<file path="config.mk">
export PLATFORM = sky130hd
export DESIGN_NAME = and_gate_selftest_ctrl
export DESIGN_NICKNAME = d
export VERILOG_FILES = /design/src/rtl/and_gate_selftest_ctrl.sv
export SDC_FILE = /design/constraint.sdc
export NUM_CORES = 1
export LEC_CHECK = 0
export CAP_MARGIN = 10
export CORE_ASPECT_RATIO = 1.25
export CORE_MARGIN = 4
export CORE_UTILIZATION = 35
export DETAILED_ROUTE_END_ITERATION = 10
export PLACE_DENSITY = 0.51
export SETUP_SLACK_MARGIN = 0.15
export SLEW_MARGIN = 20
export SYNTH_ARGS = -nofsm -noshare
export SYNTH_HDL_FRONTEND = slang
export SYNTH_SLANG_ARGS = --single-unit
</file>
<file path="constraint.sdc">
create_clock -name clk -period 2.6 [get_ports clk]
set_input_delay 0.39 -clock clk [delete_from_list [all_inputs] [get_ports clk]]
set_output_delay 0.39 -clock clk [all_outputs]
set_load 0.02 [all_outputs]
</file>
<file path="src/rtl/and_gate_selftest_ctrl.sv">
// rtl/and_gate_selftest_ctrl.sv - BIST sequencer sweeping the AND gate truth table
// Optional feature macro: SELFTEST_NAND_MODE_EN (adds nand_mode, expects NAND response)
module and_gate_selftest_ctrl #(
  parameter int SETTLE_CYCLES = 2,
  parameter int PASSES        = 1
) (
  input  logic       clk,
  input  logic       rst_n,
  input  logic       start,
`ifdef SELFTEST_NAND_MODE_EN
  input  logic       nand_mode,
`endif
  input  logic       gate_y,
  output logic       gate_a,
  output logic       gate_b,
  output logic       busy,
  output logic       done,
  output logic       pass,
  output logic [3:0] fail_vec,
  output logic [7:0] err_cnt
);

  localparam logic [2:0] ST_IDLE   = 3'd0;
  localparam logic [2:0] ST_APPLY  = 3'd1;
  localparam logic [2:0] ST_SETTLE = 3'd2;
  localparam logic [2:0] ST_SAMPLE = 3'd3;
  localparam logic [2:0] ST_DONE   = 3'd4;

  localparam logic [7:0] SETTLE_LAST = 8'((SETTLE_CYCLES > 0) ? SETTLE_CYCLES - 1 : 0);
  localparam logic [7:0] PASS_LAST   = 8'((PASSES > 0) ? PASSES - 1 : 0);

  logic [2:0] state_q, state_d;
  logic [1:0] vec_q, vec_d;
  logic [7:0] pass_idx_q, pass_idx_d;
  logic [7:0] settle_cnt_q, settle_cnt_d;
  logic       gate_a_q, gate_a_d;
  logic       gate_b_q, gate_b_d;
  logic       busy_q, busy_d;
  logic       done_q, done_d;
  logic       pass_q, pass_d;
  logic [3:0] fail_vec_q, fail_vec_d;
  logic [7:0] err_cnt_q, err_cnt_d;
  logic       nand_q, nand_d;
  logic       exp_y;
  logic       in_run;

  always_comb begin
    state_d      = state_q;
    vec_d        = vec_q;
    pass_idx_d   = pass_idx_q;
    settle_cnt_d = settle_cnt_q;
    pass_d       = pass_q;
    fail_vec_d   = fail_vec_q;
    err_cnt_d    = err_cnt_q;
    nand_d       = nand_q;
    done_d       = 1'b0;

    exp_y = vec_q[1] & vec_q[0];
    if (nand_q) begin
      exp_y = ~exp_y;
    end

    case (state_q)
      ST_IDLE: begin
        if (start) begin
          state_d    = ST_APPLY;
          vec_d      = 2'd0;
          pass_idx_d = 8'd0;
          fail_vec_d = 4'd0;
          err_cnt_d  = 8'd0;
          pass_d     = 1'b0;
`ifdef SELFTEST_NAND_MODE_EN
          nand_d     = nand_mode;
`else
          nand_d     = 1'b0;
`endif
        end
      end
      ST_APPLY: begin
        if (SETTLE_CYCLES > 0) begin
          state_d      = ST_SETTLE;
          settle_cnt_d = SETTLE_LAST;
        end else begin
          state_d = ST_SAMPLE;
        end
      end
      ST_SETTLE: begin
        if (settle_cnt_q == 8'd0) begin
          state_d = ST_SAMPLE;
        end else begin
          settle_cnt_d = settle_cnt_q - 8'd1;
        end
      end
      ST_SAMPLE: begin
        if (gate_y != exp_y) begin
          fail_vec_d[vec_q] = 1'b1;
          if (err_cnt_q != 8'hff) begin
            err_cnt_d = err_cnt_q + 8'd1;
          end
        end
        if (vec_q != 2'd3) begin
          vec_d   = vec_q + 2'd1;
          state_d = ST_APPLY;
        end else if (pass_idx_q < PASS_LAST) begin
          pass_idx_d = pass_idx_q + 8'd1;
          vec_d      = 2'd0;
          state_d    = ST_APPLY;
        end else begin
          state_d = ST_DONE;
        end
      end
      ST_DONE: begin
        // fail_vec_q already holds the last SAMPLE result here
        done_d  = 1'b1;
        pass_d  = (fail_vec_q == 4'd0);
        state_d = ST_IDLE;
      end
      default: begin
        state_d = ST_IDLE;
      end
    endcase

    // Gate drive follows the upcoming state so it is stable for the whole vector
    in_run   = (state_d == ST_APPLY) || (state_d == ST_SETTLE) || (state_d == ST_SAMPLE);
    busy_d   = in_run;
    gate_a_d = in_run & vec_d[1];
    gate_b_d = in_run & vec_d[0];
  end

  always_ff @(posedge clk or negedge rst_n) begin
    if (!rst_n) begin
      state_q      <= ST_IDLE;
      vec_q        <= 2'd0;
      pass_idx_q   <= 8'd0;
      settle_cnt_q <= 8'd0;
      gate_a_q     <= 1'b0;
      gate_b_q     <= 1'b0;
      busy_q       <= 1'b0;
      done_q       <= 1'b0;
      pass_q       <= 1'b0;
      fail_vec_q   <= 4'd0;
      err_cnt_q    <= 8'd0;
      nand_q       <= 1'b0;
    end else begin
      state_q      <= state_d;
      vec_q        <= vec_d;
      pass_idx_q   <= pass_idx_d;
      settle_cnt_q <= settle_cnt_d;
      gate_a_q     <= gate_a_d;
      gate_b_q     <= gate_b_d;
      busy_q       <= busy_d;
      done_q       <= done_d;
      pass_q       <= pass_d;
      fail_vec_q   <= fail_vec_d;
      err_cnt_q    <= err_cnt_d;
      nand_q       <= nand_d;
    end
  end

  assign gate_a   = gate_a_q;
  assign gate_b   = gate_b_q;
  assign busy     = busy_q;
  assign done     = done_q;
  assign pass     = pass_q;
  assign fail_vec = fail_vec_q;
  assign err_cnt  = err_cnt_q;

endmodule

</file>
* After elaboration in Yosys (flattened, before gate mapping) *
Index checks and enable logic that the tools add are counted.
W data, S select, Z words.

cells by class
  order comparisons = 3
  multiplexer cells = 26
  reductions and logical operators = 14
  bitwise gates (word level) = 4
  add/subtract/negate cells = 4
  equal/unequal tests = 16

operators with widths
  operator               number
  $mux W8                6
  $pmux W8 S2            3
  $add A8 B1 Y8 const B  2
  $ne A2 B2 Y1 const B   7
  $eq A3 B2 Y1 const B   4
  $mux W3                4
  $pmux W3 S4            1
  $logic_not A8 Y1       1
  $lt A8 B1 Y1 const B   1
  $mux W4                2
  $ne A8 B8 Y1 const B   1
  $pmux W4 S2            1
  $reduce_and A4 Y1      2
  $sub A8 B1 Y8 const B  1
  $eq A3 B1 Y1 const B   2
  $mux W2                3
  $reduce_bool A2 Y1     3
  $logic_not A4 Y1       1
  $or A4 B4 Y4           1
  $pmux W2 S2            1
  $reduce_and A2 Y1      2
  $and A1 B1 Y1          3
  $eq A3 B3 Y1 const B   1
  $logic_not A3 Y1       1
  other kinds (10)       13

storage, ports and cells
  word-level logic and storage cells = 78
  register bits = 38
  input port bits = 4
  output and inout port bits = 17

* Longest topological paths before layout *
Gate-level depths: netlist (run 1).

  word-level depth = 8
  gate-level depth with buffers = 6
  gate-level depth less buffers = 6

* Worst setup path after synthesis (run 1) *
OpenSTA, ideal clock, no wires.

  kind = flip-flop to flip-flop
  start point = register settle_cnt_q[2]
  end point = register settle_cnt_q[2]
  path buffers = 0
  arrival time = 1.794 ns
  data required time = 2.474 ns
  stages on the path, launching flop included = 5
  setup time = 0.126 ns
  path slack = 0.680 ns
  period minus slack after synthesis = 1.920 ns
  cells stage by stage = dfrtp_1 > or4_4 > or3_4 > and2_4 > a221o_1

on the way
  word-level cells in the longest chain between the ends = 3
  elaborated cells on any way between the ends = 6
  those cells by class = add/sub: 1; eq/ne: 1; mux: 2; reduce/logical: 2

ends and longest elaborated chain
  element                                                   RTL line  source
  start: declaration                                        35        logic [7:0] settle_cnt_q, settle_cnt_d;
  start signal: assignment                                  148       settle_cnt_q <= settle_cnt_d;
  $sub A8 B1 Y8 / $logic_not A8 Y1 (equally long branches)  91, 88
  $mux W8 / $ne A2 B2 Y1 (equally long branches)            -
  $pmux W8 S2 / $reduce_and A2 Y1 (equally long branches)   -

Several ways; a longest one is shown, not always the timed one. The select of a mux whose other input is x is not followed.
A chain may end at the register's enable or synchronous reset.

* Final worst setup path (run 1) *
  start point = register state_q[0]
  end point = register err_cnt_q[7] (netlist: err_cnt[7])

on the way
  word-level cells in the longest chain between the ends = 3
  elaborated cells on any way between the ends = 8
  those cells by class = eq/ne: 4; mux: 1; reduce/logical: 3

ends and longest elaborated chain
  element                                                              RTL line  source
  start: declaration                                                   32        logic [2:0] state_q, state_d;
  start signal: assignment                                             145       state_q <= state_d;
  $eq A3 B2 Y1 / $logic_not A3 Y1 (equally long branches)              63        case (state_q)
  $ne A2 B2 Y1 (no line) / $reduce_bool A2 Y1 (equally long branches)  -
  $reduce_and A4 Y1 (no line)                                          -
  end signal: assignment                                               155       err_cnt_q <= err_cnt_d;
  end: declaration                                                     42        logic [7:0] err_cnt_q, err_cnt_d;

Several ways; a longest one is shown, not always the timed one.

==> results of run 1 <==
[worst paths after layout]
path / startpoint / end / slack (ns) / cells after the start
setup / recovery: state_q[0] / err_cnt[7] / 0.55 / 4
hold / removal: rst_n / settle_cnt_q[1] / 0.49 / 2
setup reg to reg: state_q[0] / err_cnt[7] / 0.55 / 4
hold reg to reg: fail_vec[0] / fail_vec[0] / 0.52 / 1
max in group asynchronous: rst_n / settle_cnt_q[7] / 1.81 / 2
min in group clk: fail_vec[0] / fail_vec[0] / 0.52 / 1
[registers in the layout, summed over array words and instances, names as in the netlist]
| name | count |
|---|---|
| vec_q | 2 |
| gate_b | 1 |
| settle_cnt_q | 8 |
| gate_a | 1 |
| busy | 1 |
| state_q | 3 |
| fail_vec | 4 |
| err_cnt | 8 |
| pass | 1 |
| done | 1 |
[worst reg2reg max path: stages, from the launching register on]
cell and delay (ns):
dfrtp_1 0.61, and2_0 0.37, o21bai_1 0.28, a2111oi_0 0.49, mux2i_1 0.24
[routing by layer]
metal / up-vias / global-route usage, % / routed length, um
li1: 644 / - / -
met1: 646 / 17.0 / 1510
met2: 25 / 25.5 / 2010
met3: 6 / 4.99 / 138
met4: 0 / 5.14 / 60
met5: - / 0 / 0
[cell type report]
cell class / instances / area share, %
inverters: 10 / 1.90
flip-flops and latches: 30 / 38.0
multi-input cells: 120 / 40.0
well taps: 58 / 3.68
clock buffers: 5 / 3.49
clock inverters: 3 / 2.03
repair buffers: 22 / 10.9
[metrics by stage]
step           instance area, um^2  worst slack, ns
5_1_grt                       1970            0.354
6_report                      1970            0.549
2_1_floorplan                 1620            0.680
3_3_place_gp                  1870            0.345
3_5_place_dp                  1870            0.277
4_1_cts                       1970            0.510
[cells by family (layout without fill, tap and decap cells)]
| logic type | Yosys count | count (layout) | share of synthesized area (%) |
|---|---|---|---|
| mux | 7 | 7 | 4.42 |
| buf+inv | 15 | 40 | 4.65 |
| flops | 30 | 30 | 46.5 |
| xor+xnor | 2 | 2 | 1.08 |
| compound gates | 36 | 36 | 16.0 |
| simple gates | 72 | 72 | 25.1 |
| fa+ha+maj | 3 | 3 | 2.32 |
[placed cells by master, fill, tap and decap left out, types with 3 or more instances in the layout]
cell | netlist | routed
o21ai_0 | 4 | 4
clkbuf_8 | 0 | 5
inv_1 | 10 | 10
nor3_1 | 7 | 7
nand2_1 | 16 | 16
mux2i_1 | 6 | 6
nand4_1 | 3 | 3
nor3b_1 | 3 | 3
a21oi_1 | 6 | 6
o31ai_1 | 4 | 4
a211oi_1 | 3 | 3
and3b_1 | 3 | 3
ha_1 | 3 | 3
nand3_1 | 3 | 3
a31oi_1 | 3 | 3
clkdlybuf4s50_1 | 0 | 20
dfrtp_1 | 30 | 30
nand2b_1 | 5 | 5
nor2b_1 | 3 | 3
nor2_1 | 15 | 15
[power by group]
part / internal (mW) / switching, mW / leakage (nW)
Clock: 0.282 / 0.180 / 0.0579
Combinational: 0.410 / 0.472 / 0.383
Sequential: 0.598 / 0.164 / 0.398
==> flow_metrics.py, run 1 <==
metrics = {
    "clock_tree": {
        "cts.sinks": 30,
        "path_clk_slew_ns": 0.07,
        "postCtsHoldBufs": 0,
        "postCtsSetupBuffers": 0,
        "cts_max_level": 2,
        "clock-root-buffer": "clkbuf_8",
        "cts_made_buffers": 5,
        "cts_buffer_depth": 2,
        "cts_tree": "built",
        "cts_resized": 0,
        "clock_latency_ns": 0.28,
    },
    "place": {
        "post-dp-hpwl_um": 2690,
        "gp_congestion": 0.848,
        "portBuffers": 20,
        "dp.cells": 240,
    },
    "die": {
        "start_util_pct": 36.5,
        "std_cell_rows": 27,
        "coreArea_um2": 4430,
        "pin_count": 21,
        "die_width_um": 68.8,
        "die_h_um": 84.0,
        "die_area_um2": 5770,
    },
    "setup_path": {
        "worst-path-buf-inv": 0,
        "cp_top_family": "compound AO/OA/AOI/OAI gates",
        "critPathKind": "flop to flop",
        "crit_required_ns": 2.81,
        "critPathMaxFanout": 14,
        "arrival_ns": 2.26,
        "cp-start-kind": "flop",
        "critPathSlowestCell": "dfrtp_1",
        "critical_path.endpoint_type": "flop",
        "path_cells": "and2_0 -> o21bai_1 -> a2111oi_0 -> mux2i_1",
        "critPathMaxStageDelay_ns": 0.61,
    },
    "cells_and_area": {
        "final-seq-area_um2": 751,
        "drive_gt1_share_pct": 12.1,
        "stdcell_count": 248,
        "multi_input_area_um2": 790,
        "n_antenna_cell": 0,
        "area_growth_pct": 22.2,
        "layout.nets": 196,
        "utilization_pct": 44.6,
        "fillers": 444,
    },
    "worst_hold_path": {
        "hold_path.class": "input port to asynchronous set/reset pin",
    },
    "logic_synthesis": {
        "async_flop_share_pct": 100,
        "syn_area_um2": 1620,
        "yosysMostFrequentCell": "dfrtp_1",
        "ys_seq_area_share_pct": 46.5,
        "synth_area_leader_cell": "dfrtp_1",
        "ys_seq_elements": 30,
        "synthTopCellsByCount": "30 x dfrtp_1, 16 x nand2_1, 15 x nor2_1",
        "synth_edf_count": 0,
        "yosysWarningCount": 0,
        "syn-num-nets": 172,
        "yosys-top-cells-area": "dfrtp_1 46%, mux2i_1 3.7%, nand2_1 3.7%, nor2_1 3.5%, ha_1 2.3%",
        "syn_inst": 165,
        "synth.distinct_cells": 49,
        "yosys.area.top_type_share_pct": 46.5,
        "ys.flop_type": "dfrtp_1",
        "avgSynthCellArea_um2": 9.79,
    },
    "sta": {
        "setup_tns_ns": 0,
        "hold_viol_final": 0,
        "relSlewSlack_pct": 60.6,
        "max_freq_mhz": 488,
        "worst_pin_slew_ns": 0.590,
        "setup_viol_count_final": 0,
        "min_period_over_period_pct": 78.9,
        "rsz0062_at_grt": "false",
        "clock_skew_ns": 0.00493,
        "maxSlewViolCount": 0,
        "min_period_ns": 2.05,
        "holdWs_ns": 0.493,
    },
    "power_and_ir_drop": {
        "p_leak_nw": 0.839,
        "p_per_area_nw_per_um2": 1070,
        "max-vdd-ir-drop_mv": 0.400,
        "power_mw": 2.11,
    },
    "detailed_routing": {
        "drc": 0,
        "wl_per_cell_um": 15.0,
        "drt_first_pass_iters": 5,
        "drtIter0Drc": 73,
        "vias": 1321,
        "via_per_inst": 5.33,
        "ant_nets": 0,
        "wl_um": 3720,
    },
    "grt": {
        "grt_use_total_pct": 15.0,
        "grt-ovfl-total": 0,
        "grt_pass1_wl_um": 6550,
        "antenna_found_initial": 0,
        "grt_max_degree": 31,
        "first_global_vias": 1389,
    },
    "run_status": {
        "outcome": "finished, final reports clean",
    },
    "flow_run": {
        "maxCapViolations": 0,
    },
}
Power figures use the tool's default switching activity.
==> run 2, diff against run 1 <==
clock period = 1.9 ns   (was 2.6 ns; I/O delays follow)
==> run 2 against run 1 <==
Effect of this change: clock-buffer cell count up 1; worst hold slack worse by 0.11 ns; sequential power up 33%; worst setup slack worse by 0.50 ns; combinational power up 100%; global-route usage up 0.72 points; power up 59%; core utilization up 6.6 points; register-to-register slack worse by 0.50 ns; sequential cell count unchanged; sequential share of layout area down 4.7 points; largest cell class unchanged.
==> flow_metrics.py, run 2 (synthesized netlist as in run 1, its figures left out) <==
metrics = {
    "sta": {
        "hold_viol_final": 0,
        "clock_skew_ns": 0.00497,
        "min_period_over_period_pct": 97.5,
        "setup_viol_count_final": 0,
        "rsz0062_at_grt": "true",
        "maxSlewViolCount": 0,
        "worst_pin_slew_ns": 0.510,
        "setup_slack_ns": 0.0472,
        "min_period_ns": 1.85,
        "max_freq_mhz": 540,
        "setup_tns_ns": 0,
        "relSlewSlack_pct": 66.0,
    },
    "worst_hold_path": {
        "hold_path.class": "input port to asynchronous set/reset pin",
    },
    "die": {
        "start_util_pct": 36.5,
        "coreArea_um2": 4430,
        "die_area_um2": 5770,
        "die_h_um": 84.0,
        "die_width_um": 68.8,
        "std_cell_rows": 27,
        "pin_count": 21,
    },
    "setup_path": {
        "cp-start-kind": "flop",
        "critPathMaxFanout": 4,
        "critPathKind": "flop to flop",
        "arrival_ns": 2.02,
        "critPathSlowestCell": "or4_4",
        "crit_required_ns": 2.07,
        "path_cells": "or4_4 -> or3_4 -> and2_4 -> a221o_1",
        "critPathMaxStageDelay_ns": 0.54,
        "critical_path.endpoint_type": "flop",
    },
    "place": {
        "post-dp-hpwl_um": 2950,
        "dp.cells": 257,
        "placed_area_um2": 2000,
        "gp_congestion": 0.802,
        "portBuffers": 20,
        "place_ws_ns": -0.134,
    },
    "power_and_ir_drop": {
        "power_frac_comb_pct": 53.5,
        "p_per_area_nw_per_um2": 1480,
        "power_mw": 3.35,
        "p_sw_mw": 1.32,
        "sequentialPowerShare_pct": 30.2,
        "p_leak_nw": 0.966,
        "max-vdd-ir-drop_mv": 0.784,
        "pwr-share-clk_pct": 16.2,
        "p_sw_share_pct": 39.5,
        "p_int_mw": 2.03,
    },
    "detailed_routing": {
        "wl_per_cell_um": 15.3,
        "drt_first_pass_iters": 4,
        "drc": 0,
        "wl_um": 4190,
        "drtIter0Drc": 40,
        "via_per_inst": 5.27,
        "ant_nets": 0,
        "vias": 1443,
    },
    "cells_and_area": {
        "layout_common_cells": "28 x buf_4, 26 x dfrtp_1, 20 x clkdlybuf4s50_1",
        "layout.nets": 222,
        "final_common_cell": "buf_4",
        "final-seq-area_um2": 756,
        "area_growth_pct": 40.4,
        "fillers": 423,
        "stdcell_count": 274,
        "drive_gt1_share_pct": 31.9,
        "multi_input_area_um2": 896,
        "final_cell_area_um2": 2270,
        "n_antenna_cell": 0,
    },
    "clock_tree": {
        "cts_tree": "built",
        "cts.sinks": 30,
        "cts_made_buffers": 5,
        "cts_buffer_depth": 2,
        "cts_max_level": 2,
        "clock-root-buffer": "clkbuf_8",
        "clock_latency_ns": 0.28,
        "path_clk_slew_ns": 0.07,
    },
    "grt": {
        "grt_pass1_wl_um": 6870,
        "grt_max_degree": 31,
        "first_global_vias": 1470,
        "antenna_found_initial": 0,
        "grt_use_total_pct": 15.7,
        "grt-ovfl-total": 0,
    },
    "run_status": {
        "outcome": "finished, final reports clean",
    },
    "flow_run": {
        "maxCapViolations": 0,
    },
}
-- run 2: cell types whose count changed in the layout (fill, tap and decap cells not counted), sizes merged --
cell	change
clkinvlp	+1
clkinv	-1
clkbuf	+1
bufinv	-1
buf	+26
-- run 2: power by group through the flow --
stage / Sequential [mW] / Combinational (mW) / Clock (mW)
2_1_floorplan: 1.05 / 0.870 / 0
3_3_place_gp: 0.997 / 1.46 / 0
3_5_place_dp: 1.01 / 1.49 / 0
4_1_cts: 1.00 / 1.65 / 0.564
5_1_grt: 1.04 / 1.95 / 0.597
6_report: 1.01 / 1.79 / 0.544
-- run 2: repair_timing --
item | in CTS | in global routing
endpoints found under the hold margin | 0 | 0
hold buffers | 0 | 0
endpoints found under the setup margin | 5 | 14
resized for setup | 11 | 16
buffers inserted | 5 | 4
pin swaps | 0 | 4
cloned | 0 | 0
-- run 2: area by class of cell --
cell class | instances | area share (%)
Timing Repair Buffer | 48 | 18.1
Clock buffer | 6 | 3.64
Multi-Input combinational cell | 120 | 39.5
Tap cell | 58 | 3.20
Inverter | 10 | 1.66
Sequential cell | 30 | 33.3
Clock inverter | 2 | 0.552
-- run 2: critical path, delay by kind of cell (launching register included) --
kind,cells,cell delay (ns)
AO/OA/AOI/OAI,1,0.28
flip-flops,1,0.38
AND/OR/NAND/NOR,3,1.08
-- run 2: worst paths after layout --
check / start / endpoint / slack [ns] / cells after the start
max in group asynchronous: rst_n / err_cnt[0] / 1.20 / 2
max: settle_cnt_q[4] / settle_cnt_q[2] / 0.05 / 4
max reg2reg: settle_cnt_q[4] / settle_cnt_q[2] / 0.05 / 4
min: rst_n / settle_cnt_q[6] / 0.38 / 2
min reg2reg: pass / pass / 0.52 / 2
min in group clk: pass / pass / 0.52 / 2
-- run 2: routing by layer --
| layer | track usage, % | wire [um] |
|---|---|---|
| met2 | 28.3 | 2340 |
| met3 | 4.18 | 108 |
| met1 | 17.2 | 1680 |
| met4 | 4.79 | 59 |
| met5 | 0 | 0 |
-- run 2: through the flow --
stage	utilization (%)	hold WS (ns)
floorplan	-	-0.0106
global placement	45.1	0.512
detailed placement	45.1	0.508
CTS	48.9	0.405
global route	51.2	0.420
finish	51.2	0.380
==> run 3, diff against run 2 <==
clock period = 2.35 ns   (was 1.9 ns; I/O delays follow)
==> run 3 against run 2 <==
Effect of this change: non-clock buffer count decreased by 24; sequential power decreased by 18%; worst setup slack improved by 0.27 ns; sequential cell count unchanged; largest cell class unchanged.
==> flow_metrics.py, run 3 (synthesized netlist as in run 1, its figures left out) <==
metrics = {
    "sta": {
        "setup_tns_ns": 0,
        "holdWs_ns": 0.451,
        "setup_slack_ns": 0.318,
        "setup_viol_count_final": 0,
        "min_period_ns": 2.03,
        "worst_pin_slew_ns": 0.650,
        "hold_viol_final": 0,
        "maxSlewViolCount": 0,
        "min_period_over_period_pct": 86.5,
        "rsz0062_at_grt": "false",
        "max_freq_mhz": 492,
        "clock_skew_ns": 0.00452,
        "relSlewSlack_pct": 56.6,
    },
    "clock_tree": {
        "clock-root-buffer": "clkbuf_8",
        "cts_max_level": 2,
        "cts.sinks": 30,
        "cts_made_buffers": 5,
        "path_clk_slew_ns": 0.07,
        "cts_tree": "built",
        "clock_latency_ns": 0.28,
        "cts_buffer_depth": 2,
        "postCtsHoldBufs": 0,
    },
    "cells_and_area": {
        "layout_common_cells": "30 x dfrtp_1, 20 x clkdlybuf4s50_1, 16 x nand2_1",
        "n_antenna_cell": 0,
        "final_common_cell": "dfrtp_1",
        "layout.nets": 198,
        "drive_gt1_share_pct": 13.0,
        "final_cell_area_um2": 1980,
        "stdcell_count": 250,
        "utilization_pct": 44.7,
        "area_growth_pct": 22.5,
    },
    "die": {
        "coreArea_um2": 4430,
        "pin_count": 21,
        "std_cell_rows": 27,
        "die_width_um": 68.8,
        "start_util_pct": 36.5,
        "die_area_um2": 5770,
        "die_h_um": 84.0,
    },
    "grt": {
        "grt_use_total_pct": 15.2,
        "antenna_found_initial": 0,
        "grt-ovfl-total": 0,
        "grt_pass1_wl_um": 6640,
        "first_global_vias": 1494,
        "grt_max_degree": 31,
    },
    "power_and_ir_drop": {
        "p_leak_nw": 0.838,
        "max-vdd-ir-drop_mv": 0.439,
        "p_per_area_nw_per_um2": 1160,
        "power_mw": 2.29,
    },
    "detailed_routing": {
        "vias": 1354,
        "drtIter0Drc": 88,
        "wl_um": 3820,
        "ant_nets": 0,
        "wl_per_cell_um": 15.3,
        "drc": 0,
        "drt_first_pass_iters": 7,
        "via_per_inst": 5.42,
    },
    "setup_path": {
        "cp-start-kind": "flop",
        "arrival_ns": 2.20,
        "critPathKind": "flop to flop",
        "crit_required_ns": 2.52,
        "critical_path.endpoint_type": "flop",
        "critPathMaxFanout": 8,
    },
    "place": {
        "post-dp-hpwl_um": 2810,
        "place_ws_ns": 0.0184,
        "dp.cells": 242,
        "portBuffers": 20,
        "gp_congestion": 0.821,
        "placed_area_um2": 1880,
    },
    "run_status": {
        "outcome": "finished, final reports clean",
    },
    "flow_run": {
        "maxCapViolations": 0,
    },
    "worst_hold_path": {
        "hold_path.class": "input port to asynchronous set/reset pin",
    },
}
[run 3: layout make-up]
class	count	area, um^2
fillers	441	2450
multi-input cells	120	792
flip-flops and latches	30	751
repair buffers	24	230
clock buffers	6	82.6
well taps	58	72.6
inverters	10	37.5
clock inverters	2	12.5
[run 3: final timing paths]
check | endpoint | cells past startpoint | from | slack [ns]
max | settle_cnt_q[2] | 4 | settle_cnt_q[2] | 0.32
min reg2reg | pass | 2 | pass | 0.53
min in group clk | pass | 2 | pass | 0.53
max in group asynchronous | err_cnt[1] | 2 | rst_n | 1.61
min | settle_cnt_q[2] | 2 | rst_n | 0.45
max reg2reg | settle_cnt_q[2] | 4 | settle_cnt_q[2] | 0.32
[run 3: critical path: stages (launching register included)]
cell,delay [ns]
dfrtp_1,0.47
or4_4,0.58
or3_4,0.41
and2_4,0.16
a221o_1,0.31
[run 3: layer usage]
| metal | vias to the layer above | global-route usage (%) | share of wire [%] |
|---|---|---|---|
| met2 | 26 | 26.2 | 53 |
| met4 | 0 | 6.03 | 2.2 |
| met5 | - | 0 | 0 |
| met1 | 669 | 16.8 | 43 |
| met3 | 11 | 4.45 | 2.5 |
| li1 | 648 | - | - |
[run 3: where the power goes]
part | total (mW) | switching (mW) | leakage, nW | internal, mW
Sequential | 0.827 | 0.165 | 0.398 | 0.662
Combinational | 1.02 | 0.548 | 0.392 | 0.467
Clock | 0.444 | 0.209 | 0.0472 | 0.235
Total | 2.29 | 0.923 | 0.838 | 1.36
[run 3: what timing repair did]
action / 4_1_cts / 5_1_grt
resized for setup: 0 / 2
buffers inserted: 0 / 0
endpoints found under the setup margin: 0 / 2
hold endpoints to repair: 0 / 0
